## src/rtl/word_scroll_if.sv

```systemverilog
// word_scroll character load port.
// Valid/ready write channel into the message ring.
interface word_scroll_if;
  logic       ld_valid;
  logic [6:0] ld_data;
  logic       ld_ready;

  modport master (
    output ld_valid,
    output ld_data,
    input  ld_ready
  );

  modport slave (
    input  ld_valid,
    input  ld_data,
    output ld_ready
  );
endinterface

```

## src/rtl/word_scroll.sv

```systemverilog
// word_scroll: 8-char message ring shown through a 5-digit
// scrolling window of active-low seven-segment codes.
module word_scroll #(
  parameter int DIV   = 25000000,
  parameter int DIV_W = 25
) (
  input  logic         clk,
  input  logic         rst,
  input  logic         run,
  input  logic         dir,
  input  logic         dash,
  word_scroll_if.slave ld,
  output logic [6:0]   p,
  output logic [6:0]   q,
  output logic [6:0]   r,
  output logic [6:0]   s,
  output logic [6:0]   t,
  output logic         wrap
);

  localparam logic [6:0] SEG_H   = 7'b0001001;
  localparam logic [6:0] SEG_E   = 7'b0000110;
  localparam logic [6:0] SEG_L   = 7'b1000111;
  localparam logic [6:0] SEG_O   = 7'b1000000;
  localparam logic [6:0] SEG_BLK = 7'b1111111;
  localparam logic [6:0] SEG_DSH = 7'b0111111;

  localparam logic [DIV_W-1:0] DIV_LAST = DIV_W'(DIV - 1);

  typedef enum logic [1:0] {
    PAUSE,
    RUN,
    DASH
  } state_t;

  state_t           state;
  state_t           state_nxt;
  logic [DIV_W-1:0] div_cnt;
  logic [2:0]       ptr;
  logic [2:0]       ptr_nxt;
  logic [2:0]       wr_idx;
  logic [6:0]       msg [8];
  logic [6:0]       win [5];
  logic             wrap_pend;
  logic             step;
  logic             step_wrap;
  logic             wr_en;

  function automatic logic [6:0] dflt(input logic [2:0] i);
    logic [6:0] c;
    case (i)
      3'd0:    c = SEG_H;
      3'd1:    c = SEG_E;
      3'd2:    c = SEG_L;
      3'd3:    c = SEG_L;
      3'd4:    c = SEG_O;
      default: c = SEG_BLK;
    endcase
    return c;
  endfunction

  // Mode register: PAUSE / RUN / DASH.
  always_ff @(posedge clk) begin
    if (rst) state <= PAUSE;
    else     state <= state_nxt;
  end

  // Mode transitions plus step and load strobes.
  always_comb begin
    state_nxt   = state;
    step        = 1'b0;
    step_wrap   = 1'b0;
    wr_en       = 1'b0;
    ld.ld_ready = (state == PAUSE);
    ptr_nxt     = dir ? ptr - 3'd1 : ptr + 3'd1;
    if (dash) begin
      state_nxt = DASH;
    end else begin
      case (state)
        PAUSE:   if (run)  state_nxt = RUN;
        RUN:     if (!run) state_nxt = PAUSE;
        DASH:    state_nxt = run ? RUN : PAUSE;
        default: state_nxt = PAUSE;
      endcase
    end
    if (state == RUN && div_cnt == DIV_LAST) begin
      step      = 1'b1;
      step_wrap = dir ? (ptr == 3'd0) : (ptr == 3'd7);
    end
    wr_en = ld.ld_valid && (state == PAUSE);
  end

  // Five ring slots starting at ptr, indices wrapping mod 8.
  always_comb begin
    for (int i = 0; i < 5; i++) begin
      logic [2:0] idx;
      idx    = ptr + 3'(i);
      win[i] = msg[idx];
    end
  end

  // Divider, pointer, ring, and registered digit/wrap outputs.
  always_ff @(posedge clk) begin
    if (rst) begin
      div_cnt   <= '0;
      ptr       <= '0;
      wr_idx    <= '0;
      wrap_pend <= 1'b0;
      wrap      <= 1'b0;
      for (int i = 0; i < 8; i++) begin
        msg[i] <= dflt(3'(i));
      end
      p <= SEG_H;
      q <= SEG_E;
      r <= SEG_L;
      s <= SEG_L;
      t <= SEG_O;
    end else begin
      // wrap trails the step by one so it lines up with the digits.
      wrap_pend <= step_wrap;
      wrap      <= wrap_pend;
      if (state == RUN) begin
        div_cnt <= step ? '0 : div_cnt + DIV_W'(1);
      end
      if (step) ptr <= ptr_nxt;
      if (wr_en) begin
        msg[wr_idx] <= ld.ld_data;
        wr_idx      <= wr_idx + 3'd1;
      end
      if (state == DASH) begin
        p <= SEG_DSH;
        q <= SEG_DSH;
        r <= SEG_DSH;
        s <= SEG_DSH;
        t <= SEG_DSH;
      end else begin
        p <= win[0];
        q <= win[1];
        r <= win[2];
        s <= win[3];
        t <= win[4];
      end
    end
  end

endmodule
```

## src/flat_wrapper.sv

```systemverilog
// flat-port wrapper written by rule: the top's interface ports become plain ports
module word_scroll_flat 
#(
  parameter int DIV   = 25000000,
  parameter int DIV_W = 25
)
  (clk, rst, run, dir, dash, p, q, r, s, t, wrap, ld_ld_valid, ld_ld_data, ld_ld_ready);
  word_scroll_if ld_i ();
  input  logic clk;
  input  logic rst;
  input  logic run;
  input  logic dir;
  input  logic dash;
  output logic [6:0] p;
  output logic [6:0] q;
  output logic [6:0] r;
  output logic [6:0] s;
  output logic [6:0] t;
  output logic wrap;
  input wire logic [$bits(ld_i.ld_valid)-1:0] ld_ld_valid;
  input wire logic [$bits(ld_i.ld_data)-1:0] ld_ld_data;
  output wire logic [$bits(ld_i.ld_ready)-1:0] ld_ld_ready;
  assign ld_i.ld_valid = ld_ld_valid;
  assign ld_i.ld_data = ld_ld_data;
  assign ld_ld_ready = ld_i.ld_ready;
  word_scroll #(.DIV(DIV), .DIV_W(DIV_W)) u_core (.clk(clk), .rst(rst), .run(run), .dir(dir), .dash(dash), .ld(ld_i), .p(p), .q(q), .r(r), .s(s), .t(t), .wrap(wrap));
endmodule
```

## config.mk

```make
export PLATFORM = sky130hd
export DESIGN_NAME = word_scroll_flat
export DESIGN_NICKNAME = d
export VERILOG_FILES = /design/src/rtl/word_scroll_if.sv /design/src/rtl/word_scroll.sv /design/src/flat_wrapper.sv
export SDC_FILE = /design/constraint.sdc
export NUM_CORES = 1
export LEC_CHECK = 0
export ABC_AREA = 1
export ABC_CLOCK_PERIOD_IN_PS = 5820
export BUFFER_PORTS_ARGS = -buffer_cell sky130_fd_sc_hd__buf_2
export CAP_MARGIN = 10
export CORE_ASPECT_RATIO = 0.8
export CORE_MARGIN = 2
export CORE_UTILIZATION = 45
export DETAILED_ROUTE_END_ITERATION = 10
export SYNTH_ARGS = -nofsm -noshare
export SYNTH_HDL_FRONTEND = slang
export SYNTH_SLANG_ARGS = --single-unit
```

## constraint.sdc

```tcl
create_clock -name clk -period 5.82 [get_ports clk]
set_input_delay 0.582 -clock clk [delete_from_list [all_inputs] [get_ports clk]]
set_output_delay 0.582 -clock clk [all_outputs]
set_load 0.05 [all_outputs]
```

# Word level (Yosys, flattened, before mapping)
# Memories as Yosys holds them, arrays and structs flattened. A register that Yosys moved wholly into a read port is not among the register bits.
# Index checks and enable logic that the tools add are counted.
dict set report classes {
  eq_ne 8
  bitwise_logic 1
  n_reduce_logical 10
  add_sub_neg 7
  mux 29
}
# operator count
set op_table {}
lappend op_table {{$mux W7} 9}
lappend op_table {{$add A25 B1 Y25 const B} 1}
lappend op_table {{$eq A25 B25 Y1 const B} 1}
lappend op_table {{$mux W25} 1}
lappend op_table {{$mux W3} 4}
lappend op_table {{$mux W6} 2}
lappend op_table {{$mux W1} 9}
lappend op_table {{$reduce_or A7 Y1} 1}
lappend op_table {{$add A3 B1 Y3 const B} 2}
lappend op_table {{$add A3 B2 Y3 const B} 2}
lappend op_table {{$mux W2} 3}
lappend op_table {{$ne A3 B3 Y1 const B} 2}
lappend op_table {{$pmux W2 S3} 1}
lappend op_table {{$reduce_or A2 Y1} 3}
lappend op_table {{$ne A2 B2 Y1 const B} 2}
lappend op_table {{$reduce_and A2 Y1} 2}
lappend op_table {{$add A3 B3 Y3 const B} 1}
lappend op_table {{$eq A3 B3 Y1 const B} 1}
lappend op_table {{$logic_not A3 Y1} 1}
lappend op_table {{$sub A3 B1 Y3 const B} 1}
lappend op_table {{$eq A2 B1 Y1 const B} 1}
lappend op_table {{$eq A2 B2 Y1 const B} 1}
lappend op_table {{$logic_and A1 B1 Y1} 2}
lappend op_table {{$logic_not A2 Y1} 1}
lappend op_table {{$not A1 Y1} 1}
dict set report totals {
  mem_count 1
  output_inout_bits 37
  ramBits 56
  regBits 70
}
# name depth word_bits read_ports rd_ports_with_merged_regs write_ports line
set memory_table {}
lappend memory_table {u_core.msg 8 7 5 1 8 word_scroll.sv:42} ;# logic [6:0] msg [8];

# Depth between registers and ports, before layout
dict set report logic_depth {
  depth_word 7
  mapped_depth 11
}

# Worst setup path after synthesis
# No wires, ideal clock.
dict set report synth_path {
  path_type {register to register}
  from {register u_core.state[0]}
  to {memory u_core.msg[7][0] (enable)}
  synth_period_minus_slack_ps 2606
  setup_time_ps 381
  slack_ps 3214
  arrival_time_ps 2225
  path_stages_with_launch 6
  path_buffers 0
  cell_sequence {dfxtp_1 nor2_1 nand2_2 nor2_2 inv_2 o21ai_0}
}
# element line
set synth_rtl {}
lappend synth_rtl {{start: declaration} word_scroll.sv:36} ;# state_t state;
lappend synth_rtl {{start signal: assignment} word_scroll.sv:65} ;# else state <= state_nxt;
lappend synth_rtl {{end: declaration} word_scroll.sv:42}

# Final worst setup path
dict set report layout_path {
  from {register u_core.ptr[0]}
  to {register u_core.q[0]}
}
dict set report layout_via {
  elab_chain_cells 3
}
# element line
set layout_lines {}
lappend layout_lines {{start: declaration} word_scroll.sv:39} ;# logic [2:0] ptr;
lappend layout_lines {{start signal: assignment} word_scroll.sv:125} ;# if (step) ptr <= ptr_nxt;
lappend layout_lines {{$add A3 B1 Y3} word_scroll.sv:97} ;# idx = ptr + 3'(i);
lappend layout_lines {{$mem_v2 Z8 W7} --}
lappend layout_lines {{$mux W6} word_scroll.sv:130} ;# if (state == DASH) begin
lappend layout_lines {{end signal: assignment} word_scroll.sv:138} ;# q <= win[1];
lappend layout_lines {{end: declaration} word_scroll.sv:14} ;# output logic [6:0] q,
# Every way passes these cells.
# A chain may end at the register's enable or synchronous reset.

==> results by group <==
Synthesis
  – Netlist cell types: 35
  – Async set-reset flop share out of synthesis: 0%
  – Cell area after synthesis: 6929 sq um
  – Commonest cells post-synth: nand2_1, nor2_1, inv_1
  – Most used flip-flop cell after synthesis: dfxtp_1
  – Portion of synthesized cell area occupied by the leading cell type: 24.27%
  – YS warnings: 0
  – Synthesized net count: 967
  – Cell with the most instances after synthesis: nand2_1
  – Number of synthesized register bits: 129
  – Synth top area cells: edfxtp_1, dfxtp_1, nand2_1, o21ai_0, nand3_1
  – Post-synth EDFFs: 56
  – Cell taking the most area after synthesis: edfxtp_1
  – Post-synthesis sequential area ratio: 45.36%
  – Synthesized instance count: 948
  – Post-Synthesis Mean Instance Area: 7.309 sq um

Global routing
  – Maximum number of pins on one net before global-route repair: 74
  – Total routing usage reported by global routing: 23.43%
  – Global-route met1 utilization: 38.54%
  – Via count of the first global-routing pass: 5,094
  – Global routing usage on met3: 5.914%
  – Highest-utilization routing layer at the global route stage: met1
  – First-pass GRT wire length: 28.97 mm
  – Leftover overflow at the end of global routing: 0
  – GRT met2 Usage: 29.46%
  – Number of antenna violations at the first check in global routing: 0

Critical path
  – RR Startpoint: u_core.ptr[0]$_SDFFE_PP0P_
  – Kind of capture point of the worst setup path: register
  – Capture instance of the worst register-to-register path: u_core.q[0]$_SDFF_PP0_
  – Critical path class: register to register
  – Critical path launch point type: register
  – Worst setup slack for register-to-register paths: 2.26 ns
  – Worst endpoint required time: 6.14 ns
  – R2r worst-path depth: 7
  – Arr. time, crit path: 3.88 ns
  – Maximum net fanout on the critical path: 73

Final layout
  – Fraction of final layout cells sized beyond drive strength 1: 11.81%
  – Count of fill cells added during filler insertion: 1,435
  – Area taken by multi-input logic gates: 3187 sq um
  – Reg area: 3144 sq um
  – Number of inserted diodes: 0
  – Net count, final: 997
  – Post-synthesis to final-layout area growth: 13.15%
  – Non-filler instance count after layout: 1,180

Clock network
  – Number of hold buffers added after CTS: 0
  – Clock-pin slew on the worst setup and hold paths: 0.06 ns
  – Maximum clock insertion buffer count: 2
  – Clock insertion delay at the later pin of the skew report: 0.43 ns
  – Number of buffers created by CTS: 17
  – Post-CTS setup-driven buffer insertion count: 0
  – CTS tree: done
  – H-tree lvl count: 4
  – # resized after CTS: 0
  – Clock root buffer: clkbuf_16
  – Clock tree sinks: 129

Power and ir drop
  – Share of total power in the clock network: 49.1%
  – Cell Int Power: 1682 uW
  – PnR Total Power: 2215 uW
  – Share of total power in sequential cells: 44.1%
  – Static leakage: 0.003150 uW
  – Power Density: 282.6 nW/um^2
  – Switching portion of total power: 24.06%
  – Combinational fraction of design power: 6.8%
  – Worst VDD drop: 0.2321 mV
  – Total net switching power: 532.9 uW

STA
  – Final Cycle Share: 61.18%
  – Fin Setup TNS: 0 ns
  – Transition time at the pin with the least slew margin: 1.085 ns
  – Endpoints failing hold: 0
  – Tightest slew margin relative to the limit: 26.91%
  – Fin. max-slew vios: 0
  – Worst-case clock skew: 0.009010 ns
  – Setup violators final: 0
  – Clock period minus worst slack: 3.561 ns
  – Setup repair after global routing missed its margin: false
  – Fmax: 280.8 MHz

Worst hold path
  – Cell count of the worst hold path: 3
  – Type of the tightest min-delay check: input pin to register
  – Worst Hold Launch: run
  – End of the worst hold path: u_core.state[0]$_SDFFE_PP0P_

Placed design
  – Detailed placement HPWL: 13.70 mm
  – Routability congestion estimate: 0.9321
  – Port buffer count: 49
  – Placed Cells incl. Taps: 1,148

Floorplanning
  – X dimension of the die: 142.7 um
  – Num ports: 50
  – Initial cell density of the core: 46.15%
  – Height of the die: 115.0 um
  – Die Footprint: 16,410 sq um
  – Number of standard-cell rows in the floorplan: 40
  – Area inside the core boundary: 15,010 sq um

Status
  – Run status: finished, final reports clean

Route
  – Via count: 6,093
  – Wire length after detailed routing: 18.47 mm
  – First DRT Iteration DRCs: 856
  – # DRC: 0
  – Number of vias per cell after detailed routing: 5.164
  – Routed wire length per instance: 15.65 um
  – Drt first pass iters: 6
  – Residual antenna-violating net count after detailed routing: 0

Job
  – Number of maximum-capacitance constraint violations: 0
-- metal layers --
layer  share of wire, %  vias up
met5                  0        -
met3                 10       19
met2                 37      290
met1                 52     2635
li1                   -     3149
met4                1.2        0
-- placed cells by master (no fill, tap or decap), types with 3 or more instances in the layout --
cell,n
nor3_1,6
o211ai_1,26
clkinv_4,3
buf_2,49
dfxtp_1,72
a31oi_1,4
ha_1,6
xnor2_1,3
buf_4,4
a21oi_1,42
inv_2,7
edfxtp_1,56
clkbuf_16,17
nor2_4,9
nand4_1,7
nand2_2,3
inv_1,96
nor2_1,97
o21ai_0,84
xor2_1,7
clkinv_2,4
o21ai_1,5
nand2_1,274
nor2_2,7
bufinv_16,3
nand3_1,78
nor3b_1,3
-- power by group through the flow --
| stage | clock [uW] | combinational, uW | sequential (uW) |
|---|---|---|---|
| floorplan | 0 | 67.7 | 1030 |
| global placement | 0 | 149 | 997 |
| detailed placement | 0 | 149 | 997 |
| CTS | 1100 | 150 | 978 |
| global route | 1140 | 163 | 980 |
| finish | 1090 | 150 | 978 |
-- worst max-delay path by stage --
stage          cells past startpoint  slack, ns                         start                             end
6_report                           7       2.26    u_core.ptr[0]$_SDFFE_PP0P_          u_core.q[0]$_SDFF_PP0_
5_1_grt                            8       1.79    u_core.ptr[0]$_SDFFE_PP0P_          u_core.q[5]$_SDFF_PP0_
4_1_cts                            7       2.31    u_core.ptr[0]$_SDFFE_PP0P_          u_core.q[0]$_SDFF_PP0_
3_5_place_dp                       7       2.32    u_core.ptr[0]$_SDFFE_PP0P_          u_core.q[0]$_SDFF_PP0_
3_3_place_gp                       7       2.36    u_core.ptr[0]$_SDFFE_PP0P_          u_core.q[0]$_SDFF_PP0_
2_1_floorplan                      5       3.21  u_core.state[0]$_SDFFE_PP0P_  u_core.msg[7][0]$_SDFFCE_PN1P_
-- critical path, stage by stage, from the launching register on --
cell	delay, ns
dfxtp_2	0.99
inv_2	0.53
ha_1	1.05
inv_2	0.39
o211ai_1	0.27
nand3_1	0.09
nand2_1	0.07
inv_1	0.04
-- cell families after synthesis --
kind of cell	synth area share [%]
AO/OA/AOI/OAI	12.86
adder cells (fa/ha/maj)	1.083
buffers and inverters	8.649
flip-flops	45.36
AND/OR/NAND/NOR	30.55
XOR/XNOR	1.499
-- cell type report --
| type | instances | share of cell area (%) |
|---|---|---|
| Timing Repair Buffer | 53 | 3.511 |
| Inverter | 105 | 5.027 |
| Tap cell | 189 | 3.016 |
| Clock inverter | 13 | 2.043 |
| Clock buffer | 19 | 5.650 |
| Sequential cell | 129 | 40.11 |
| Multi-Input combinational cell | 672 | 40.65 |
-- state kept, by name (all words and copies together) (netlist names), named ones only --
| signal | cells |
|---|---|
| u_core.t | 7 |
| u_core.state | 2 |
| u_core.ptr | 3 |
| u_core.q | 7 |
| u_core.wrap | 1 |
| u_core.msg | 56 |
| u_core.div_cnt | 25 |
| u_core.s | 7 |
| u_core.r | 7 |
| u_core.wrap_pend | 1 |
| u_core.wr_idx | 3 |
| u_core.p | 7 |
-- per-stage QoR --
step | setup slack [ns] | utilization (%) | hold slack [ns] | cell area, sq um
final | 2.259 | 52.22 | 0.3987 | 7840
after global routing | 1.786 | 52.22 | 0.4086 | 7840
after CTS | 2.306 | 52.22 | 0.3895 | 7840
after detailed placement | 2.318 | 48.20 | 0.3966 | 7237
after global placement | 2.359 | 48.20 | 0.3927 | 7237
after floorplan | 3.214 | - | 0.3883 | 6929
(Power assumes the default switching activity.)
